**src/rtl/uart_alu_top.sv**
```systemverilog
// UART-driven 8-bit ALU: receives A, B and opcode bytes, returns the result byte.
// Build with ALU_SHIFT_EN defined to add the SRA/SRL opcodes.
module uart_alu_top #(
  parameter int NB_DATA    = 8,
  parameter int NB_OP      = 6,
  parameter int CLK_HZ     = 100_000_000,
  parameter int BAUD       = 19200,
  parameter int OVERSAMPLE = 16
) (
  input  logic i_clock,
  input  logic r_reset,
  input  logic rx_data,
  output logic tx_data
);

  localparam int DIV    = (CLK_HZ + (BAUD * OVERSAMPLE) / 2) / (BAUD * OVERSAMPLE);
  localparam int NB_DIV = (DIV > 1) ? $clog2(DIV) : 1;
  localparam int NB_OS  = $clog2(OVERSAMPLE);
  localparam int NB_BIT = $clog2(NB_DATA);

  localparam logic [NB_DIV-1:0] DIV_LAST = NB_DIV'(DIV - 1);
  localparam logic [NB_OS-1:0]  OS_LAST  = NB_OS'(OVERSAMPLE - 1);
  localparam logic [NB_OS-1:0]  OS_HALF  = NB_OS'(OVERSAMPLE / 2 - 1);
  localparam logic [NB_BIT-1:0] BIT_LAST = NB_BIT'(NB_DATA - 1);

  localparam logic [NB_OP-1:0] OP_ADD = 6'b100000;
  localparam logic [NB_OP-1:0] OP_SUB = 6'b100010;
  localparam logic [NB_OP-1:0] OP_AND = 6'b100100;
  localparam logic [NB_OP-1:0] OP_OR  = 6'b100101;
  localparam logic [NB_OP-1:0] OP_XOR = 6'b100110;
  localparam logic [NB_OP-1:0] OP_NOR = 6'b100111;
`ifdef ALU_SHIFT_EN
  localparam logic [NB_OP-1:0] OP_SRA = 6'b000011;
  localparam logic [NB_OP-1:0] OP_SRL = 6'b000010;
`endif

  typedef enum logic [1:0] {R_IDLE, R_START, R_DATA, R_STOP} rx_st_t;
  typedef enum logic [1:0] {T_IDLE, T_START, T_DATA, T_STOP} tx_st_t;
  typedef enum logic [2:0] {
    S_WAIT_A, S_WAIT_B, S_WAIT_OP, S_SEND, S_WAIT_TX
  } if_st_t;

  logic [NB_DIV-1:0] bcnt_q, bcnt_d;
  logic              tick;

  logic [2:0]         sync_q;
  rx_st_t             rs_q, rs_d;
  logic [NB_OS-1:0]   rcnt_q, rcnt_d;
  logic [NB_BIT-1:0]  rbit_q, rbit_d;
  logic [NB_DATA-1:0] rsr_q, rsr_d;
  logic               rx_done;
  logic               rxs;

  tx_st_t             ts_q, ts_d;
  logic [NB_OS-1:0]   tcnt_q, tcnt_d;
  logic [NB_BIT-1:0]  tbit_q, tbit_d;
  logic [NB_DATA-1:0] tsr_q, tsr_d;
  logic               tx_done;
  logic               tx_start;

  if_st_t             is_q, is_d;
  logic [NB_DATA-1:0] a_q, a_d, b_q, b_d, res_q, res_d, alu_res;
  logic [NB_OP-1:0]   op_q, op_d, alu_op;

  assign tick    = (bcnt_q == DIV_LAST);
  assign bcnt_d  = tick ? '0 : bcnt_q + 1'b1;
  assign rxs     = sync_q[1];
  assign alu_op  = rsr_q[NB_OP-1:0];
  assign tx_data = (ts_q == T_START) ? 1'b0 :
                   (ts_q == T_DATA)  ? tsr_q[0] : 1'b1;

  always_ff @(posedge i_clock) begin
    if (r_reset) begin
      bcnt_q <= '0;
      sync_q <= '1;
      rs_q   <= R_IDLE;
      rcnt_q <= '0;
      rbit_q <= '0;
      rsr_q  <= '0;
      ts_q   <= T_IDLE;
      tcnt_q <= '0;
      tbit_q <= '0;
      tsr_q  <= '0;
      is_q   <= S_WAIT_A;
      a_q    <= '0;
      b_q    <= '0;
      op_q   <= '0;
      res_q  <= '0;
    end else begin
      bcnt_q <= bcnt_d;
      sync_q <= {sync_q[1:0], rx_data};
      rs_q   <= rs_d;
      rcnt_q <= rcnt_d;
      rbit_q <= rbit_d;
      rsr_q  <= rsr_d;
      ts_q   <= ts_d;
      tcnt_q <= tcnt_d;
      tbit_q <= tbit_d;
      tsr_q  <= tsr_d;
      is_q   <= is_d;
      a_q    <= a_d;
      b_q    <= b_d;
      op_q   <= op_d;
      res_q  <= res_d;
    end
  end

  // Start needs a true falling edge, so a low line after a framing error waits
  always_comb begin
    rs_d    = rs_q;
    rcnt_d  = rcnt_q;
    rbit_d  = rbit_q;
    rsr_d   = rsr_q;
    rx_done = 1'b0;
    unique case (rs_q)
      R_IDLE: if (sync_q[2] && !sync_q[1]) begin
        rs_d   = R_START;
        rcnt_d = '0;
      end
      R_START: if (tick) begin
        if (rcnt_q == OS_HALF) begin
          rcnt_d = '0;
          rbit_d = '0;
          rs_d   = rxs ? R_IDLE : R_DATA;
        end else rcnt_d = rcnt_q + 1'b1;
      end
      R_DATA: if (tick) begin
        if (rcnt_q == OS_LAST) begin
          rcnt_d = '0;
          rsr_d  = {rxs, rsr_q[NB_DATA-1:1]};
          rbit_d = rbit_q + 1'b1;
          if (rbit_q == BIT_LAST) rs_d = R_STOP;
        end else rcnt_d = rcnt_q + 1'b1;
      end
      R_STOP: if (tick) begin
        if (rcnt_q == OS_LAST) begin
          rcnt_d  = '0;
          rx_done = rxs;
          rs_d    = R_IDLE;
        end else rcnt_d = rcnt_q + 1'b1;
      end
      default: rs_d = R_IDLE;
    endcase
  end

  always_comb begin
    ts_d    = ts_q;
    tcnt_d  = tcnt_q;
    tbit_d  = tbit_q;
    tsr_d   = tsr_q;
    tx_done = 1'b0;
    unique case (ts_q)
      T_IDLE: if (tx_start) begin
        tsr_d  = res_q;
        tcnt_d = '0;
        ts_d   = T_START;
      end
      T_START: if (tick) begin
        if (tcnt_q == OS_LAST) begin
          tcnt_d = '0;
          tbit_d = '0;
          ts_d   = T_DATA;
        end else tcnt_d = tcnt_q + 1'b1;
      end
      T_DATA: if (tick) begin
        if (tcnt_q == OS_LAST) begin
          tcnt_d = '0;
          tsr_d  = tsr_q >> 1;
          tbit_d = tbit_q + 1'b1;
          if (tbit_q == BIT_LAST) ts_d = T_STOP;
        end else tcnt_d = tcnt_q + 1'b1;
      end
      T_STOP: if (tick) begin
        if (tcnt_q == OS_LAST) begin
          tcnt_d  = '0;
          tx_done = 1'b1;
          ts_d    = T_IDLE;
        end else tcnt_d = tcnt_q + 1'b1;
      end
      default: ts_d = T_IDLE;
    endcase
  end

  always_comb begin
    alu_res = '0;
    case (alu_op)
      OP_ADD: alu_res = a_q + b_q;
      OP_SUB: alu_res = a_q - b_q;
      OP_AND: alu_res = a_q & b_q;
      OP_OR:  alu_res = a_q | b_q;
      OP_XOR: alu_res = a_q ^ b_q;
      OP_NOR: alu_res = ~(a_q | b_q);
`ifdef ALU_SHIFT_EN
      OP_SRA: alu_res = $unsigned($signed(a_q) >>> b_q[2:0]);
      OP_SRL: alu_res = a_q >> b_q[2:0];
`endif
      default: alu_res = '0;
    endcase
  end

  always_comb begin
    is_d     = is_q;
    a_d      = a_q;
    b_d      = b_q;
    op_d     = op_q;
    res_d    = res_q;
    tx_start = 1'b0;
    unique case (is_q)
      S_WAIT_A: if (rx_done) begin
        a_d  = rsr_q;
        is_d = S_WAIT_B;
      end
      S_WAIT_B: if (rx_done) begin
        b_d  = rsr_q;
        is_d = S_WAIT_OP;
      end
      S_WAIT_OP: if (rx_done) begin
        op_d  = alu_op;
        res_d = alu_res;
        is_d  = S_SEND;
      end
      S_SEND: begin
        tx_start = 1'b1;
        is_d     = S_WAIT_TX;
      end
      S_WAIT_TX: if (tx_done) is_d = S_WAIT_A;
      default: is_d = S_WAIT_A;
    endcase
  end

endmodule

```
**config.mk**
```make
export PLATFORM = sky130hd
export DESIGN_NAME = uart_alu_top
export DESIGN_NICKNAME = d
export VERILOG_FILES = /design/src/rtl/uart_alu_top.sv
export SDC_FILE = /design/constraint.sdc
export NUM_CORES = 1
export LEC_CHECK = 0
export CORE_ASPECT_RATIO = 1.5
export CORE_MARGIN = 1.5
export CORE_UTILIZATION = 30
export CTS_CLUSTER_SIZE = 20
export DETAILED_ROUTE_END_ITERATION = 10
export GPL_TIMING_DRIVEN = 0
export PLACE_DENSITY = 0.44
export REMOVE_ABC_BUFFERS = 1
export SETUP_SLACK_MARGIN = 0.4
export SYNTH_ARGS = -nofsm -noshare
export SYNTH_HDL_FRONTEND = slang
export SYNTH_SLANG_ARGS = --single-unit
```
**constraint.sdc**
```tcl
create_clock -name i_clock -period 2.5 [get_ports i_clock]
set_input_delay 0.375 -clock i_clock [delete_from_list [all_inputs] [get_ports i_clock]]
set_output_delay 0.375 -clock i_clock [all_outputs]
set_load 0.01 [all_outputs]
```
==> flow_summary.yaml <==
run_status:
  outcome: "finished with violations"
  violations: "setup timing"
clock_network:
  insertion_delay_ns: 0.34
  cts.sinks: 73
  cts_root_cell: "sky130_fd_sc_hd__clkbuf_16"
  tritoncts: "done"
  h-tree-depth: 3
  clkSlewWorstSetupHoldPaths_ns: 0.06
  cts_hold_buf: 0
  clock_tree_buffer_depth: 2
  cts_inserted_buffers: 9
floorplan:
  rows: 52
  die_h_microns: 148
  die_ar_sq_um: 14800
  placeableCoreArea_sq_um: 13600
  num_io_pins: 4
  die_w_microns: 99.7
  initial_utilization_pct: 30.9
cells_and_area:
  num_antenna_cells: 0
  final_common_cell: "sky130_fd_sc_hd__nor2_1"
  drive_gt1_share_pct: 18.3
  flow.area_growth_from_synthesis_pct: 20.4
  layout.cells.most_common_list: "74 x sky130_fd_sc_hd__nor2_1, 63 x sky130_fd_sc_hd__dfxtp_1, 34 x sky130_fd_sc_hd__ha_1"
  total_number_of_nets_in_the_final_design: 555
  layout.core_utilization_pct: 37.2
  nFillCells: 1376
worst_setup_path:
  reg2reg_to: "res_q[7]"
  worst_reg_to_reg_setup_slack_ns: -0.03
  worstSetupPathDepth: 10
  worst_setup_path_startpoint: "rsr_q[3]"
  crit_path_max_fanout: 4
  critical_path_required_ns: 2.73
  worst-r2r-cell-count: 10
  end_kind: "register"
  path_delay_family: "simple AND/OR/NAND/NOR gates"
  critical_path_buf_inv_count: 0
  critPathSlowestCell: "sky130_fd_sc_hd__or4_1"
  cpPeakStageDelay_ns: 0.53
  startpoint_type_of_the_worst_setup_path: "register"
  path_class: "reg -> reg"
  critical_path.reg2reg.startpoint: "rsr_q[3]"
  crit_end: "res_q[7]"
  timing.critical_path.arrival_ns: 2.75
  crit_chain: "nor3b_4 > and3_4 > a21oi_1 > xnor2_1 > ha_2 > or4_1 > o22ai_2 > nand2b_1 > mux2i_1 > o31a_1"
synthesis:
  sequential_to_total_area_share_from_yosys_stat_pct: 34.8
  async_reset_ff_share_pct: 0
  postSynthRegisterBits: 73
  synth.lib_cells_used.distinct: 54
  synth_area_per_cell_sq_um: 8.41
  syn_inst: 500
  synth_area_sq_um: 4210
  synth_edf_count: 0
  synthFlopType: "sky130_fd_sc_hd__dfxtp_1"
  yosysWarningCount: 0
place:
  routabilityCongestion: 0.784
  dpl_worst_slack_ns: -0.778
  place.detailed.hpwl_microns: 6590
  place.port_buffers: 3
global_routing:
  first_global_vias: 3330
  first_pass_grt_wire_length_microns: 16100
  antenna_violations_before_repair: 0
  groute.usage.overall_pct: 13.7
  grt_start_max_net_pins: 35
  overflow: 0
sta:
  finalSetupViolations: 2
  hold_viol: 0
  fmax_achieved_mhz: 396
  postLayoutSetupSlackWorst_ns: -0.0254
  finalHoldWorstSlack_ns: 0.414
  fin_worst_skew_ns: 0.00459
  tightestPinTransition_ns: 1.01
  layout_min_cycle_time_ns: 2.53
  maxSlewHeadroom_pct: 32.7
  report.final.slew_viol_count: 0
  final.period_utilization_pct: 101
  rsz0062_at_grt: "yes"
detailed_routing:
  drt-total-wl_microns: 9400
  antenna_left: 0
  drt_pass1_iterations: 4
  drc: 0
  routed-via-count: 3366
  viasPerCell: 4.94
  dr.first_iter.drc_count: 112
  wl_per_cell_microns: 13.8
power_and_ir_drop:
  total_power_mw: 3.12
  power_per_standard_cell_area_nw_per_um2: 617
  peakVddDrop_mv: 0.383
  cellLeakagePower_nw: 1.77
run:
  max_cap_violations: 0
hold_path:
  hold_path.class: "reg -> reg"
## cell usage after synthesis (all sizes together) (2+ instances only)
cell type | number | share of area, %
a211oi | 15 | 2.7
a21oi | 34 | 4.3
a22oi | 4 | 0.71
a32oi | 2 | 0.42
and2 | 5 | 0.74
and3 | 2 | 0.30
and3b | 2 | 0.42
buf | 9 | 1.5
clkbuf | 14 | 1.2
dfxtp | 73 | 35
ha | 37 | 11
inv | 27 | 2.4
mux2i | 27 | 6.4
nand2 | 43 | 4.0
nand2b | 8 | 1.2
nand3 | 20 | 2.4
nand3b | 4 | 0.71
nor2 | 76 | 6.8
nor2b | 6 | 0.89
nor3 | 17 | 2.0
nor4 | 4 | 1.3
nor4b | 2 | 0.92
nor4bb | 2 | 0.48
o21ai | 16 | 1.9
o22ai | 3 | 0.45
o31a | 2 | 0.42
or2 | 3 | 0.45
or4 | 3 | 0.54
xnor2 | 18 | 3.7
xor2 | 7 | 1.5
## power breakdown
group | switching, mW | internal, mW
Combinational | 0.167 | 0.111
Clock | 0.511 | 1.08
Sequential | 0.0366 | 1.22
Total | 0.715 | 2.41
## through the flow
step | std cells | TNS (ns) | instance area, sq um
3_5_place_dp | 643 | -5.60 | 4340
2_1_floorplan | 477 | -0.656 | 4090
6_report | 681 | -0.0416 | 5060
3_3_place_gp | 642 | -39.75 | 4320
4_1_cts | 670 | 0 | 4890
5_1_grt | 681 | -0.493 | 5060
## worst min-delay path by stage
| stage | start | to | slack, ns | cells after the start |
|---|---|---|---|---|
| global route | sync_q[0] | sync_q[1] | 0.43 | 1 |
| floorplan | sync_q[0] | sync_q[1] | 0.39 | 1 |
| CTS | sync_q[0] | sync_q[1] | 0.42 | 1 |
| finish | sync_q[0] | sync_q[1] | 0.41 | 1 |
| detailed placement | sync_q[0] | sync_q[1] | 0.40 | 1 |
| global placement | sync_q[0] | sync_q[1] | 0.41 | 1 |
## layout make-up
type / count / area, sq um / share of cell area (%)
Multi-Input combinational cell: 377 / 2680 / 53.0
Sequential cell: 73 / 1490 / 29.4
Clock buffer: 9 / 225 / 4.45
Inverter: 27 / 101 / 2.00
Timing Repair Buffer: 26 / 223 / 4.40
Clock inverter: 7 / 141 / 2.79
Tap cell: 162 / 203 / 4.00
## logic make-up after synthesis
| kind of cell | after synthesis | share of synthesized area, % |
|---|---|---|
| mux | 27 | 6.43 |
| fa+ha+maj | 38 | 11.5 |
| buf+inv | 50 | 5.18 |
| compound gates | 87 | 13.1 |
| simple gates | 200 | 23.9 |
| xor+xnor | 25 | 5.21 |
| flops | 73 | 34.8 |
## registers in the layout, summed over array words and instances, names as in the netlist, 4 cells and up, named ones only
| name | cells |
|---|---|
| a_q | 8 |
| rcnt_q | 4 |
| b_q | 8 |
| res_q | 8 |
| rsr_q | 8 |
| bcnt_q | 9 |
| tcnt_q | 4 |
| tsr_q | 8 |
## routing by layer
metal | global-route usage (%) | wire length (microns)
met5 | 0 | 0
met1 | 15.1 | 4060
met2 | 25.1 | 4980
met4 | 5.21 | 200
met3 | 2.98 | 161
## what timing repair did
action	CTS	global route
pin swaps	13	21
setup endpoints to repair	42	28
gates resized for setup	32	29
cloned	0	0
setup buffers	11	11
Power figures use the tool's default switching activity.
